===== src/rtl/layer_nn_pkg.sv =====
// ============================================================================
// Module  : layer_nn_pkg
// Purpose : Shared constants and state type for the layer-2 classifier blocks.
// Revision: 1.0 - initial release
// ============================================================================
`default_nettype none

package layer_nn_pkg;

  localparam int L2_NUM_CLASS  = 10;
  localparam int L2_DATA_WIDTH = 29;
  localparam int L2_IDX_WIDTH  = 4;

  typedef enum logic [1:0] {
    IDLE = 2'd0,
    SCAN = 2'd1,
    DONE = 2'd2
  } argmax_state_t;

endpackage

`default_nettype wire


===== src/rtl/argmax_cmp.sv =====
// ============================================================================
// Module  : argmax_cmp
// Purpose : Signed compare-and-select; a candidate replaces the best only when
//           strictly greater, so ties keep the earlier (lower) index.
// Revision: 1.0 - initial release
// ============================================================================
`default_nettype none

module argmax_cmp #(
  parameter int DATA_WIDTH = 29,
  parameter int IDX_WIDTH  = 4
) (
  input  logic signed [DATA_WIDTH-1:0] cand_val,
  input  logic        [IDX_WIDTH-1:0]  cand_idx,
  input  logic signed [DATA_WIDTH-1:0] best_val,
  input  logic        [IDX_WIDTH-1:0]  best_idx,
  output logic signed [DATA_WIDTH-1:0] new_val,
  output logic        [IDX_WIDTH-1:0]  new_idx
);

  logic w_take;

  assign w_take  = (cand_val > best_val);
  assign new_val = w_take ? cand_val : best_val;
  assign new_idx = w_take ? cand_idx : best_idx;

endmodule

`default_nettype wire


===== src/rtl/layer_argmax_10x29.sv =====
// ============================================================================
// Module  : layer_argmax_10x29
// Purpose : Sequential argmax over NUM_CLASS signed logits, one compare per
//           cycle, result under valid/ready. Optional max_score output is
//           enabled by defining LAYER_ARGMAX_SCORE_EN.
// Revision: 1.0 - initial release
// ============================================================================
`default_nettype none

module layer_argmax_10x29
  import layer_nn_pkg::*;
#(
  parameter int NUM_CLASS  = L2_NUM_CLASS,
  parameter int DATA_WIDTH = L2_DATA_WIDTH,
  parameter int IDX_WIDTH  = L2_IDX_WIDTH
) (
  input  logic                            clk,
  input  logic                            rst,
  input  logic                            in_valid,
  input  logic [DATA_WIDTH*NUM_CLASS-1:0] layer_in,
  output logic                            in_ready,
  output logic [IDX_WIDTH-1:0]            class_out,
  output logic                            out_valid,
  input  logic                            out_ready,
  output logic                            drop_err
`ifdef LAYER_ARGMAX_SCORE_EN
  ,
  output logic signed [DATA_WIDTH-1:0]    max_score
`endif
);

  argmax_state_t r_state, w_state_nxt;

  logic signed [DATA_WIDTH-1:0] r_buf [NUM_CLASS];
  logic signed [DATA_WIDTH-1:0] r_best_val;
  logic        [IDX_WIDTH-1:0]  r_best_idx;
  logic        [IDX_WIDTH-1:0]  r_cnt;
  logic signed [DATA_WIDTH-1:0] w_new_val;
  logic        [IDX_WIDTH-1:0]  w_new_idx;
  logic                         w_last;

  assign w_last    = (r_cnt == IDX_WIDTH'(NUM_CLASS - 1));
  assign in_ready  = (r_state == IDLE);
  assign out_valid = (r_state == DONE);

  argmax_cmp #(
    .DATA_WIDTH (DATA_WIDTH),
    .IDX_WIDTH  (IDX_WIDTH)
  ) u_cmp (
    .cand_val (r_buf[r_cnt]),
    .cand_idx (r_cnt),
    .best_val (r_best_val),
    .best_idx (r_best_idx),
    .new_val  (w_new_val),
    .new_idx  (w_new_idx)
  );

  always_ff @(posedge clk or negedge rst) begin
    if (!rst) r_state <= IDLE;
    else      r_state <= w_state_nxt;
  end

  always_comb begin
    w_state_nxt = r_state;
    case (r_state)
      IDLE:    if (in_valid)  w_state_nxt = SCAN;
      SCAN:    if (w_last)    w_state_nxt = DONE;
      DONE:    if (out_ready) w_state_nxt = IDLE;
      default:                w_state_nxt = IDLE;
    endcase
  end

  // Datapath; words arriving outside IDLE are discarded and flagged.
  always_ff @(posedge clk or negedge rst) begin
    if (!rst) begin
      for (int k = 0; k < NUM_CLASS; k++) r_buf[k] <= '0;
      r_best_val <= '0;
      r_best_idx <= '0;
      r_cnt      <= '0;
      class_out  <= '0;
      drop_err   <= 1'b0;
`ifdef LAYER_ARGMAX_SCORE_EN
      max_score  <= '0;
`endif
    end else begin
      if (in_valid && (r_state != IDLE)) drop_err <= 1'b1;
      case (r_state)
        IDLE: begin
          if (in_valid) begin
            for (int k = 0; k < NUM_CLASS; k++)
              r_buf[k] <= layer_in[k*DATA_WIDTH +: DATA_WIDTH];
            r_best_val <= layer_in[DATA_WIDTH-1:0];
            r_best_idx <= '0;
            r_cnt      <= IDX_WIDTH'(1);
          end
        end
        SCAN: begin
          r_best_val <= w_new_val;
          r_best_idx <= w_new_idx;
          r_cnt      <= r_cnt + 1'b1;
          if (w_last) begin
            class_out <= w_new_idx;
`ifdef LAYER_ARGMAX_SCORE_EN
            max_score <= w_new_val;
`endif
          end
        end
        default: ;
      endcase
    end
  end

endmodule

`default_nettype wire


===== config.mk =====
export PLATFORM = sky130hd
export DESIGN_NAME = layer_argmax_10x29
export DESIGN_NICKNAME = d
export VERILOG_FILES = /design/src/rtl/layer_nn_pkg.sv /design/src/rtl/argmax_cmp.sv /design/src/rtl/layer_argmax_10x29.sv
export SDC_FILE = /design/constraint.sdc
export NUM_CORES = 1
export LEC_CHECK = 0
export CORE_MARGIN = 3
export CORE_UTILIZATION = 45
export DETAILED_ROUTE_END_ITERATION = 16
export PLACE_DENSITY = 0.82
export SYNTH_ARGS = -nofsm -noshare
export SYNTH_HDL_FRONTEND = slang
export SYNTH_SLANG_ARGS = --single-unit

===== constraint.sdc =====
create_clock -name clk -period 5.6 [get_ports clk]
set_input_delay 1.12 -clock clk [delete_from_list [all_inputs] [get_ports clk]]
set_output_delay 1.12 -clock clk [all_outputs]
set_load 0.005 [all_outputs]

==> metrics.md, run 1 <==
| Metric | Value |
|---|---|
| Status | `finished, final reports clean` |
| PortBufs | `300` |
| Worst Hold End | `r_buf[197]` |
| Post-synthesis cell count | `1709` |
| Top delay family on crit path | `compound AO/OA/AOI/OAI gates` |
| Area grow syn2layout | `29.4%` |
| Largest area contributor in the netlist | `dfrtp_1` |
| Pin count of the biggest net entering global routing | `133` |
| Worst-margin pin slew | `1120 ps` |
| Setup Fix Bufs, Post-CTS | `0` |
| Num CTS Buffers | `37` |
| Number of synthesized flops with an enable pin | `0` |
| Crit Reg-Reg Endpoint | `r_best_val[0]` |
| First-pass GRT wire length | `70800 um` |
| Power per cell area | `slightly below 600 mW/mm2` |
| R2R setup slack | `870 ps` |
| # IOs | `301` |
| TritonCTS clock tree | `yes` |
| Critical-path cell with the highest stage delay | `dfrtp_4` |
| Drt first pass iters | `5` |
| Synthesized area per cell | `9.28 um2` |
| CTS resizes | `0` |
| Routed vias/inst | `~5.3` |
| CP Max Fanout | `34` |
| Lkg Pwr | `10.2 nW` |
| Remaining global-route overflow | `0` |
| Fmax | `0.212 GHz` |
| Ys Warns | `0` |
| Nets@finish | `2287` |
| Worst Path Buf+Inv | `2` |
| Post-layout util | `0.593` |
| H-Tree Depth | `2` |
| Most common cell in the netlist | `nand2_1` |
| Clk slew on worst S/H paths | `60 ps` |
| Max Slew Vio Count | `0` |
| Synth unique cells | `40` |
| Post-Route WL | `around 44000 um` |
| Antenna violations before repair | `4` |
| Sequential-to-total area share from yosys stat | `0.527` |
| Cell mode on critical path | `a21oi_1` |
| Main synth FF type | `dfrtp_1` |
| Crit Path Category | `reg2reg` |
| Core Box Area | `between 0.03 and 0.04 mm2` |
| Routability-driven placement congestion ratio | `between 0.8 and 0.9` |
| Post-DR wirelength/cell | `17.9 um` |
| Clk sink count | `334` |
| HPWL Detailed | `just over 30000 um` |
| Max cap viols | `0` |
| Unrepaired setup endpoints after global routing | `false` |
| Yosys top cell area share | `0.527` |
| Proportion of layout cells with a drive suffix above 1 | `0.0895` |
| Fillers | `2810` |
| Critical path data required time | `5990 ps` |
| Cell Area, Synth | `~0.016 mm2` |
| GRT Util Overall | `0.232` |
| Seq cells post-synth | `334` |
| Synth top area cells | `dfrtp_1 (53%), nand2_1 (22%), mux4_2 (8.2%)` |
| Maximum VDD drop | `0.302 mV` |
| WHS Path Cells | `2` |
| Initial detailed-routing violation count | `888` |
| Asr flop ratio synth | `1.00` |
| Worst-skew pair later-pin latency | `520 ps` |
| Commonest cells post-synth | `nand2_1 (920), dfrtp_1 (334), clkbuf_1 (91)` |
| Starting density of the core | `0.458` |
| Root buffer cell | `clkbuf_16` |
| Fin crit period | `4730 ps` |
| Mapped Nets | `about 2000` |
| CTS Hold Bufs | `0` |
| CP arrival | `between 5000 and 6000 ps` |
| Post-detailed-route count of antenna-violating nets | `0` |
| Tcrit/Tclk final | `0.844` |
| Hold_sp | `r_buf[197]` |
| Crit. End Element | `flip-flop` |
| Die area | `roughly 0.038 mm2` |
| Worst path max stage delay | `840 ps` |
| Clock buffer depth | `3` |
| Final TNS setup | `0 ps` |
| RR Startpoint | `r_cnt[0]` |
| Max-Slew Margin vs Limit | `0.253` |
| Critical Path Start Type | `flip-flop` |
| Worst Reg2Reg Path Length in Cells | `12` |
| Power, Total | `12.1 mW` |
| Clock skew | `slightly above 20 ps` |
| Rows | `68` |
| Worst-path cell chain | `buf_12 -> mux4_2 -> a221oi_1 -> a21oi_1 -> ha_1 -> nand4_1 -> or4_1 -> o22ai_1 -> a21oi_1 -> a211oi_4 -> buf_4 -> mux2_1` |
| Number of global-route vias before repair | `13177` |
| Die height | `194 um` |
| Final Hold Viols | `0` |
| Setup Viol. Count Final | `0` |
| Drt drc | `0` |
| Via count | `12872` |
| Die Wd | `194 um` |
| Hold Crit Class | `reg2reg` |
per-stage QoR:
step           hold WS [ps]  cells  cell area (um2)  worst slack, ps
2_1_floorplan           440   1709            15900             1650
3_3_place_gp            451   2378            19300              929
3_5_place_dp            457   2378            19300              858
4_1_cts                 472   2443            20500              849
5_1_grt                 486   2446            20500              579
6_report                470   2446            20500              873
where the power goes:
group          total, mW  internal (mW)  switching [mW]  leakage [nW]
sequential          4.39           3.58           0.805          4.13
combinational       5.30           2.47            2.82          5.44
clock               2.46           1.51           0.956         0.621
total               12.1           7.56            4.58          10.2
worst register-to-register path, stage by stage, from the launching register on:
cell and delay (ps):
dfrtp_4 840, buf_12 300, mux4_2 530, a221oi_1 350
a21oi_1 120, ha_1 390, nand4_1 220, or4_1 590
o22ai_1 160, a21oi_1 170, a211oi_4 310, buf_4 300
mux2_1 340
worst max path at each step:
| stage | from | to | slack, ps | cells past startpoint |
|---|---|---|---|---|
| 6_report | r_cnt[0] | r_best_val[0] | 870 | 12 |
| 5_1_grt | r_cnt[0] | r_best_val[0] | 580 | 12 |
| 4_1_cts | r_cnt[0] | r_best_val[0] | 850 | 12 |
| 3_5_place_dp | r_cnt[0] | r_best_val[0] | 860 | 12 |
| 3_3_place_gp | r_cnt[0] | r_best_val[0] | 930 | 12 |
| 2_1_floorplan | r_cnt[0] | r_best_val[0] | 1650 | 12 |
logic make-up (layout without fill, tap and decap cells):
group / Yosys count / after routing / synth area share
xor gates and xnor gates: 2 / 2 / 0.00110
adders and majority gates: 31 / 31 / 0.0244
other: 0 / 3 / 0
buffers and inverters: 142 / 421 / 0.0357
and+or+nand+nor: 957 / 957 / 0.231
muxes: 148 / 148 / 0.141
DFF: 334 / 334 / 0.527
AOI/OAI and AO/OA: 95 / 95 / 0.0398
flip-flops by register name, summed over array words and instances (netlist names):
| signal | flops |
|---|---|
| r_best_val | 29 |
| r_best_idx | 4 |
| r_state | 2 |
| class_out | 4 |
| r_buf | 290 |
| drop_err | 1 |
| r_cnt | 4 |
placed cells by master (no fill, tap or decap), types with 4 or more instances in the layout:
| cell type | instances |
|---|---|
| o21ai_1 | 4 |
| buf_12 | 6 |
| nand3_1 | 8 |
| clkbuf_1 | 6 |
| mux2i_1 | 60 |
| clkinv_2 | 10 |
| clkbuf_16 | 39 |
| buf_4 | 14 |
| inv_1 | 35 |
| nand2_1 | 919 |
| a21oi_1 | 41 |
| mux2_2 | 29 |
| ha_1 | 31 |
| o21ai_0 | 7 |
| clkbuf_8 | 4 |
| clkdlybuf4s50_1 | 299 |
| nor2_1 | 6 |
| a221oi_1 | 30 |
| mux4_2 | 58 |
| dfrtp_1 | 331 |
| nand4_1 | 6 |
| nor3_1 | 4 |
| bufinv_16 | 4 |
| nand2b_1 | 4 |
cell type report:
type                            count  area, um2  share of cell area
Clock inverter                     16        188             0.00914
Timing Repair Buffer              320       3230               0.158
Tap cell                          455        569              0.0277
Antenna cell                        3       7.51            0.000366
Clock buffer                       49       1050              0.0513
Multi-Input combinational cell   1233       6970               0.340
Inverter                           36        135             0.00658
Sequential cell                   334       8370               0.408
metal layers:
| metal | vias to the layer above | track usage | share of wire |
|---|---|---|---|
| met1 | 6216 | 0.344 | 0.45 |
| met5 | - | 0 | 0.00030 |
| met3 | 63 | 0.0464 | 0.073 |
| met4 | 2 | 0.0646 | 0.023 |
| met2 | 526 | 0.352 | 0.45 |
| li1 | 6065 | - | - |
(Power assumes the default switching activity.)
==> run 2, diff against run 1 <==
- clock period: 5.6 -> 4.4 ns (I/O delays scaled with it)
==> run 2 against run 1 <==
Net effect:
- worst hold slack got worse by 24 ps
- total power increased by 30%
- die area unchanged
- register-to-register slack got worse by 660 ps
- core utilization increased by 0.53 points
- clock power increased by 26%
- non-clock buffer count increased by 13
- sequential share of layout area decreased by 0.36 points
- setup slack got worse by 660 ps
- critical path depth unchanged
- cell count increased by 0.41%
- critical endpoint is now r_best_val[7]
- largest power group unchanged
==> metrics.md, run 2 (synthesis results as in run 1) <==
| Metric | Value |
|---|---|
| Clock skew | `14.4 ps (-5.73 ps)` |
| Crit. End Element | `flip-flop` |
| Worst path max stage delay | `570 ps (-270 ps)` |
| Placed instance area | `0.0195 mm2 (+0.97%)` |
| Max reg flops | `290 (unchanged)` |
| Fmax | `0.239 GHz (+13%)` |
| Crit Path Category | `reg2reg` |
| TritonCTS clock tree | `yes` |
| Worst-path cell chain | `buf_12 -> mux4_2 -> a221oi_1 -> a21oi_1 -> ha_1 -> nand4_1 -> or4_1 -> o22ai_1 -> a21oi_1 -> a211oi_4 -> buf_4 -> mux2i_1` |
| Highest-count cells in the layout ignoring fill and taps | `nand2_1 (919), dfrtp_1 (331), clkdlybuf4s50_1 (299), mux2i_1 (60), mux4_2 (58)` |
| Critical path data required time | `4830 ps (-1160 ps)` |
| Worst-margin pin slew | `868 ps (-252 ps)` |
| Remaining global-route overflow | `0 (unchanged)` |
| Post-Route WL | `45500 um (+3.8%)` |
| Maximum VDD drop | `0.390 mV (+29%)` |
| Die area | `0.0375 mm2 (unchanged)` |
| Clock buffer depth | `3 (unchanged)` |
| Critical Path Start Type | `flip-flop` |
| Post-DR wirelength/cell | `18.5 um (+3.3%)` |
| Die height | `194 um (unchanged)` |
| Placed insts | `2388 (+0.42%)` |
| Non-Filler Instances | `2456 (+0.41%)` |
| CP Max Fanout | `19 (-44%)` |
| HPWL Detailed | `32000 um (+4.3%)` |
| Critical-path cell with the highest stage delay | `or4_1` |
| Unrepaired setup endpoints after global routing | `true` |
| Clk slew on worst S/H paths | `60 ps (about the same)` |
| Reg with most FFs | `r_buf` |
| Root buffer cell | `clkbuf_16` |
| Number of global-route vias before repair | `13459 (+2.1%)` |
| Initial detailed-routing violation count | `938 (+5.6%)` |
| Tcrit/Tclk final | `0.950 (+0.106)` |
| Lkg Pwr | `10.3 nW (+0.77%)` |
| Core Box Area | `0.0346 mm2 (unchanged)` |
| Post-place setup slack | `151 ps (-707 ps)` |
| Pin count of the biggest net entering global routing | `110 (-17%)` |
| Routability-driven placement congestion ratio | `0.873 (+2.7%)` |
| Regs by FF count | `r_buf: 290 flops, r_best_val: 29 flops` |
| Routed vias/inst | `5.33 (+1.4%)` |
| Hold WS | `446 ps (-24.0 ps)` |
| Clk sink count | `334 (unchanged)` |
| PortBufs | `300 (unchanged)` |
| Die Wd | `194 um (unchanged)` |
| Via count | `13100 (+1.8%)` |
| Design Area, Final | `0.0207 mm2 (+0.90%)` |
| Final TNS setup | `0 ps (unchanged)` |
| # IOs | `301 (unchanged)` |
| Worst-skew pair later-pin latency | `520 ps (about the same)` |
| Area grow syn2layout | `30.5%` |
| Power per cell area | `761 mW/mm2 (+29%)` |
| N_diodes | `0 (-3)` |
| Hold Crit Class | `in2async` |
| Max-Slew Margin vs Limit | `0.417 (+0.163)` |
| Setup Viol. Count Final | `0 (unchanged)` |
| Nets@finish | `2299 (+0.52%)` |
| Post-detailed-route count of antenna-violating nets | `0 (unchanged)` |
| Starting density of the core | `0.458 (unchanged)` |
| GRT Util Overall | `0.241 (+0.00853)` |
| Drt drc | `0 (unchanged)` |
| First-pass GRT wire length | `73200 um (+3.3%)` |
| Num CTS Buffers | `36 (-2.7%)` |
| Final Hold Viols | `0 (unchanged)` |
| CP arrival | `4610 ps (-510 ps)` |
| Cell mode on critical path | `a21oi_1` |
| Most common cell after layout, fill and taps aside | `nand2_1` |
| Final WS setup | `218 ps (-656 ps)` |
| Status | `finished, final reports clean` |
| Rows | `68 (unchanged)` |
| Antenna violations before repair | `3 (-1)` |
| Max cap viols | `0 (unchanged)` |
| Fin crit period | `4180 ps (-544 ps)` |
| Drt first pass iters | `7 (+2)` |
| H-Tree Depth | `2 (unchanged)` |
| Proportion of layout cells with a drive suffix above 1 | `0.0955 (+0.00592)` |
| Max Slew Vio Count | `0 (unchanged)` |
| RR Startpoint | `r_cnt[0]` |
| Worst setup path startpoint | `r_cnt[0]` |
==> run 2: final cells by class <==
class | instances | area (um2)
Fill cell | 2796 | 13900
Sequential cell | 334 | 8370
Multi-Input combinational cell | 1233 | 6970
Timing Repair Buffer | 333 | 3450
Clock buffer | 54 | 1100
Tap cell | 455 | 569
Inverter | 36 | 135
Clock inverter | 11 | 120
==> run 2: worst max-delay path, delay by kind of cell, from the launching register on <==
family	cells	cell delay (ps)
adder cells (fa/ha/maj)	1	310
AND/OR/NAND/NOR	2	740
buffers and inverters	2	510
AO/OA/AOI/OAI	5	1230
flip-flops	1	560
multiplexers	2	740
==> run 2: routing by layer <==
| metal | global-route usage | vias to the layer above | routed length, um |
|---|---|---|---|
| met1 | 0.349 | 6386 | 19900 |
| met2 | 0.383 | 558 | 21200 |
| li1 | - | 6069 | - |
| met3 | 0.0403 | 83 | 3240 |
| met4 | 0.0605 | 4 | 1130 |
| met5 | 0 | - | 31 |
==> run 2: timing repair <==
action | in CTS | in global routing
hold buffers | 0 | 0
buffers inserted | 0 | 3
gates resized for setup | 0 | 1
setup endpoints to repair | 0 | 24
==> run 2: final timing paths <==
| check | endpoint | slack (ps) | cells after the start |
|---|---|---|---|
| min in group clk | r_buf[143] | 470 | 2 |
| hold reg to reg | r_buf[143] | 470 | 2 |
| hold / removal | r_buf[36] | 450 | 1 |
| setup reg to reg | r_best_val[7] | 220 | 12 |
| max in group asynchronous | r_buf[25] | 3020 | 2 |
| setup / recovery | r_best_val[7] | 220 | 12 |
==> run 2: power by group <==
group | switching, mW | leakage [nW] | total (mW) | internal, mW
sequential | 0.952 | 4.13 | 5.52 | 4.56
combinational | 3.86 | 5.54 | 7.15 | 3.30
clock | 1.24 | 0.596 | 3.09 | 1.85
==> run 2: metrics by stage <==
stage	util	power (mW)
after global routing	0.598	16.9
after floorplan	-	10.3
after CTS	0.597	15.7
after global placement	0.562	12.1
after detailed placement	0.562	12.5
final	0.598	15.8
==> run 3, diff against run 2 <==
- DONT_BUFFER_PORTS: unset -> 1
- PLACE_DENSITY: 0.82 -> 0.71
==> run 3 against run 2 <==
Net effect:
- critical path depth rose by 1
- largest power group unchanged
- total power fell by 2.4%
- clock skew fell by 6.1 ps
- setup slack improved by 83 ps
- fmax rose by 2.0%
- register-to-register slack improved by 80 ps
- via count fell by 11%
- global-route usage fell by 2.3 points
- highest routed layer is now met4
- combinational power fell by 4.8%
- sequential power fell by 0.7%
- cell count fell by 12%
- sequential cell count did not move
==> metrics.md, run 3 (synthesis results as in run 1) <==
| Metric | Value |
|---|---|
| Most common cell after layout, fill and taps aside | `nand2_1` |
| Clk sink count | `334 (unchanged)` |
| Area grow syn2layout | `11.3%` |
| Worst setup path startpoint | `r_cnt[0]` |
| Fmax | `0.244 GHz (+2.0%)` |
| RR Startpoint | `r_cnt[0]` |
| Die area | `0.0375 mm2 (unchanged)` |
| Die height | `194 um (unchanged)` |
| Clock buffer depth | `3 (unchanged)` |
| Crit. path cell count | `13 (+1)` |
| Post-place setup slack | `107 ps (-43.5 ps)` |
| Clock skew | `8.33 ps (-6.08 ps)` |
| Num CTS Buffers | `37 (+2.8%)` |
| Nets@finish | `1999 (-13%)` |
| Hold WS | `66.5 ps (-379 ps)` |
| Grt met2 use | `0.324 (-0.0593)` |
| Routed vias/inst | `5.40 (+1.3%)` |
| Max Slew Vio Count | `0 (unchanged)` |
| HPWL Detailed | `28700 um (-10%)` |
| Number of global-route vias before repair | `11569 (-14%)` |
| Crit. End Element | `flip-flop` |
| Multi-input logic area | `0.00697 mm2 (unchanged)` |
| PortBufs | `0 (-100%)` |
| CP arrival | `4500 ps (-110 ps)` |
| Post-layout util | `0.510 (-0.0882)` |
| First-pass GRT wire length | `65100 um (-11%)` |
| Starting density of the core | `0.458 (unchanged)` |
| Tcrit/Tclk final | `0.932 (-0.0190)` |
| TritonCTS clock tree | `yes` |
| Met3 layer usage reported by global route | `0.0474 (+0.00712)` |
| Worst-skew pair later-pin latency | `530 ps (about the same)` |
| Drt first pass iters | `7 (unchanged)` |
| N_diodes | `0 (unchanged)` |
| Critical-path cell with the highest stage delay | `dfrtp_4` |
| Highest-count cells in the layout ignoring fill and taps | `nand2_1 (919), dfrtp_1 (331), mux2i_1 (60), mux4_2 (58), a21oi_1 (41)` |
| # IOs | `301 (unchanged)` |
| Die Wd | `194 um (unchanged)` |
| Regs by FF count | `r_buf: 290 flops, r_best_val: 29 flops` |
| Final TNS setup | `0 ps (unchanged)` |
| Proportion of layout cells with a drive suffix above 1 | `0.111 (+0.0151)` |
| Critical Path Start Type | `flip-flop` |
| Worst path max stage delay | `620 ps (+50 ps)` |
| Remaining global-route overflow | `0 (unchanged)` |
| Power per cell area | `871 mW/mm2 (+15%)` |
| Cell mode on critical path | `buf_4` |
| Core Box Area | `0.0346 mm2 (unchanged)` |
| Crit Path Category | `reg2reg` |
| Max-Slew Margin vs Limit | `0.355 (-0.0614)` |
| Critical path data required time | `4800 ps (-30 ps)` |
| Worst-path cell chain | `buf_12 -> mux4_2 -> a221oi_1 -> a21oi_1 -> ha_1 -> nand4_1 -> or4_1 -> nand2b_1 -> a211oi_2 -> a211oi_4 -> buf_4 -> buf_4 -> mux2i_1` |
| Post-detailed-route count of antenna-violating nets | `0 (unchanged)` |
| Max reg flops | `290 (unchanged)` |
| Initial detailed-routing violation count | `855 (-8.8%)` |
| Reg with most FFs | `r_buf` |
| Power, Total | `15.4 mW (-2.4%)` |
| Final WS setup | `301 ps (+83.5 ps)` |
| CP Max Fanout | `22 (+3)` |
| CP endpoint | `r_best_val[8]` |
| Max cap viols | `0 (unchanged)` |
| Crit Reg-Reg Endpoint | `r_best_val[8]` |
| Via count | `11649 (-11%)` |
| Root buffer cell | `clkbuf_16` |
| Grt met1 use | `0.328 (-0.0212)` |
| Fillers | `3118 (+12%)` |
| H-Tree Depth | `2 (unchanged)` |
| Worst Reg2Reg Path Length in Cells | `13 (+1)` |
| Top delay family on crit path | `simple AND/OR/NAND/NOR gates` |
| Rows | `68 (unchanged)` |
| Pin count of the biggest net entering global routing | `335 (+200%)` |
| Lkg Pwr | `9.09 nW (-12%)` |
| Routability-driven placement congestion ratio | `0.826 (-5.4%)` |
| CTS Hold Bufs | `0 (unchanged)` |
| Sequential Area | `0.00837 mm2 (unchanged)` |
| Status | `finished, final reports clean` |
| Post-Route WL | `41600 um (-8.7%)` |
| Fin crit period | `4100 ps (-83.5 ps)` |
| Hold Crit Class | `in2async` |
| Maximum VDD drop | `0.700 mV (+79%)` |
| Worst Path Buf+Inv | `3 (+1)` |
| Post-DR wirelength/cell | `19.3 um (+4.1%)` |
| Drt drc | `0 (unchanged)` |
| Worst-margin pin slew | `967 ps (+98.7 ps)` |
| Gr busiest metal | `met1` |
| Final Hold Viols | `0 (unchanged)` |
| Clk slew on worst S/H paths | `60 ps (about the same)` |
| Antenna violations before repair | `0 (-3)` |
| Setup Viol. Count Final | `0 (unchanged)` |
| R2R setup slack | `300 ps (+80 ps)` |
| Unrepaired setup endpoints after global routing | `false` |
| GRT Util Overall | `0.218 (-0.0230)` |
## run 3: cell types whose count changed in the layout (fill, tap and decap cells not counted), sizes merged
cell	delta
buf	-2
clkbuf	+3
clkinvlp	-2
bufinv	-1
clkdlybuf4s50	-299
clkinv	+1
## run 3: layout make-up
type | instances | area share
multi-input combinational | 1233 | 0.395
clock inverter | 9 | 0.00454
timing repair buffer | 32 | 0.0221
sequential | 334 | 0.474
inverter | 36 | 0.00765
tap | 455 | 0.0322
clock buffer | 57 | 0.0648
## run 3: what timing repair did
item	4_1_cts	5_1_grt
resized for setup	0	0
endpoints found under the setup margin	0	18
setup buffers	0	5
## run 3: power by group
group,switching (mW),leakage [nW],total [mW],internal [mW]
combinational,3.65,4.35,6.81,3.16
sequential,0.916,4.13,5.48,4.56
clock,1.25,0.605,3.10,1.85
total,5.81,9.09,15.4,9.57
## run 3: how the worst min path moves through the flow
stage	startpoint	endpoint	slack [ps]	cells after the start
final	rst	r_buf[181]	70	0
after global placement	r_buf[284]	r_buf[284]	450	2
after CTS	rst	r_buf[181]	40	0
after floorplan	r_buf[0]	r_buf[0]	440	2
after detailed placement	r_buf[239]	r_buf[239]	460	2
after global routing	rst	r_buf[181]	50	0
## run 3: metrics by stage
stage / cells / area [um2]
finish: 2156 / 17700
CTS: 2151 / 17600
floorplan: 1709 / 15900
global route: 2156 / 17700
detailed placement: 2085 / 16400
global placement: 2085 / 16400
## run 3: routing by layer
| metal | part of all wire | up-vias | wire (um) |
|---|---|---|---|
| li1 | - | 5488 | - |
| met1 | 0.47 | 5709 | 19400 |
| met2 | 0.44 | 393 | 18100 |
| met3 | 0.076 | 59 | 3170 |
| met4 | 0.022 | 0 | 913 |
| met5 | 0 | - | 0 |
## run 3: worst reg2reg max path: cells and delay by family, from the launching register on
kind,cells,cell delay [ps]
muxes,2,670
AOI/OAI and AO/OA,4,770
DFF,1,620
adders and majority gates,1,330
buffers and inverters,3,640
and+or+nand+nor,3,930
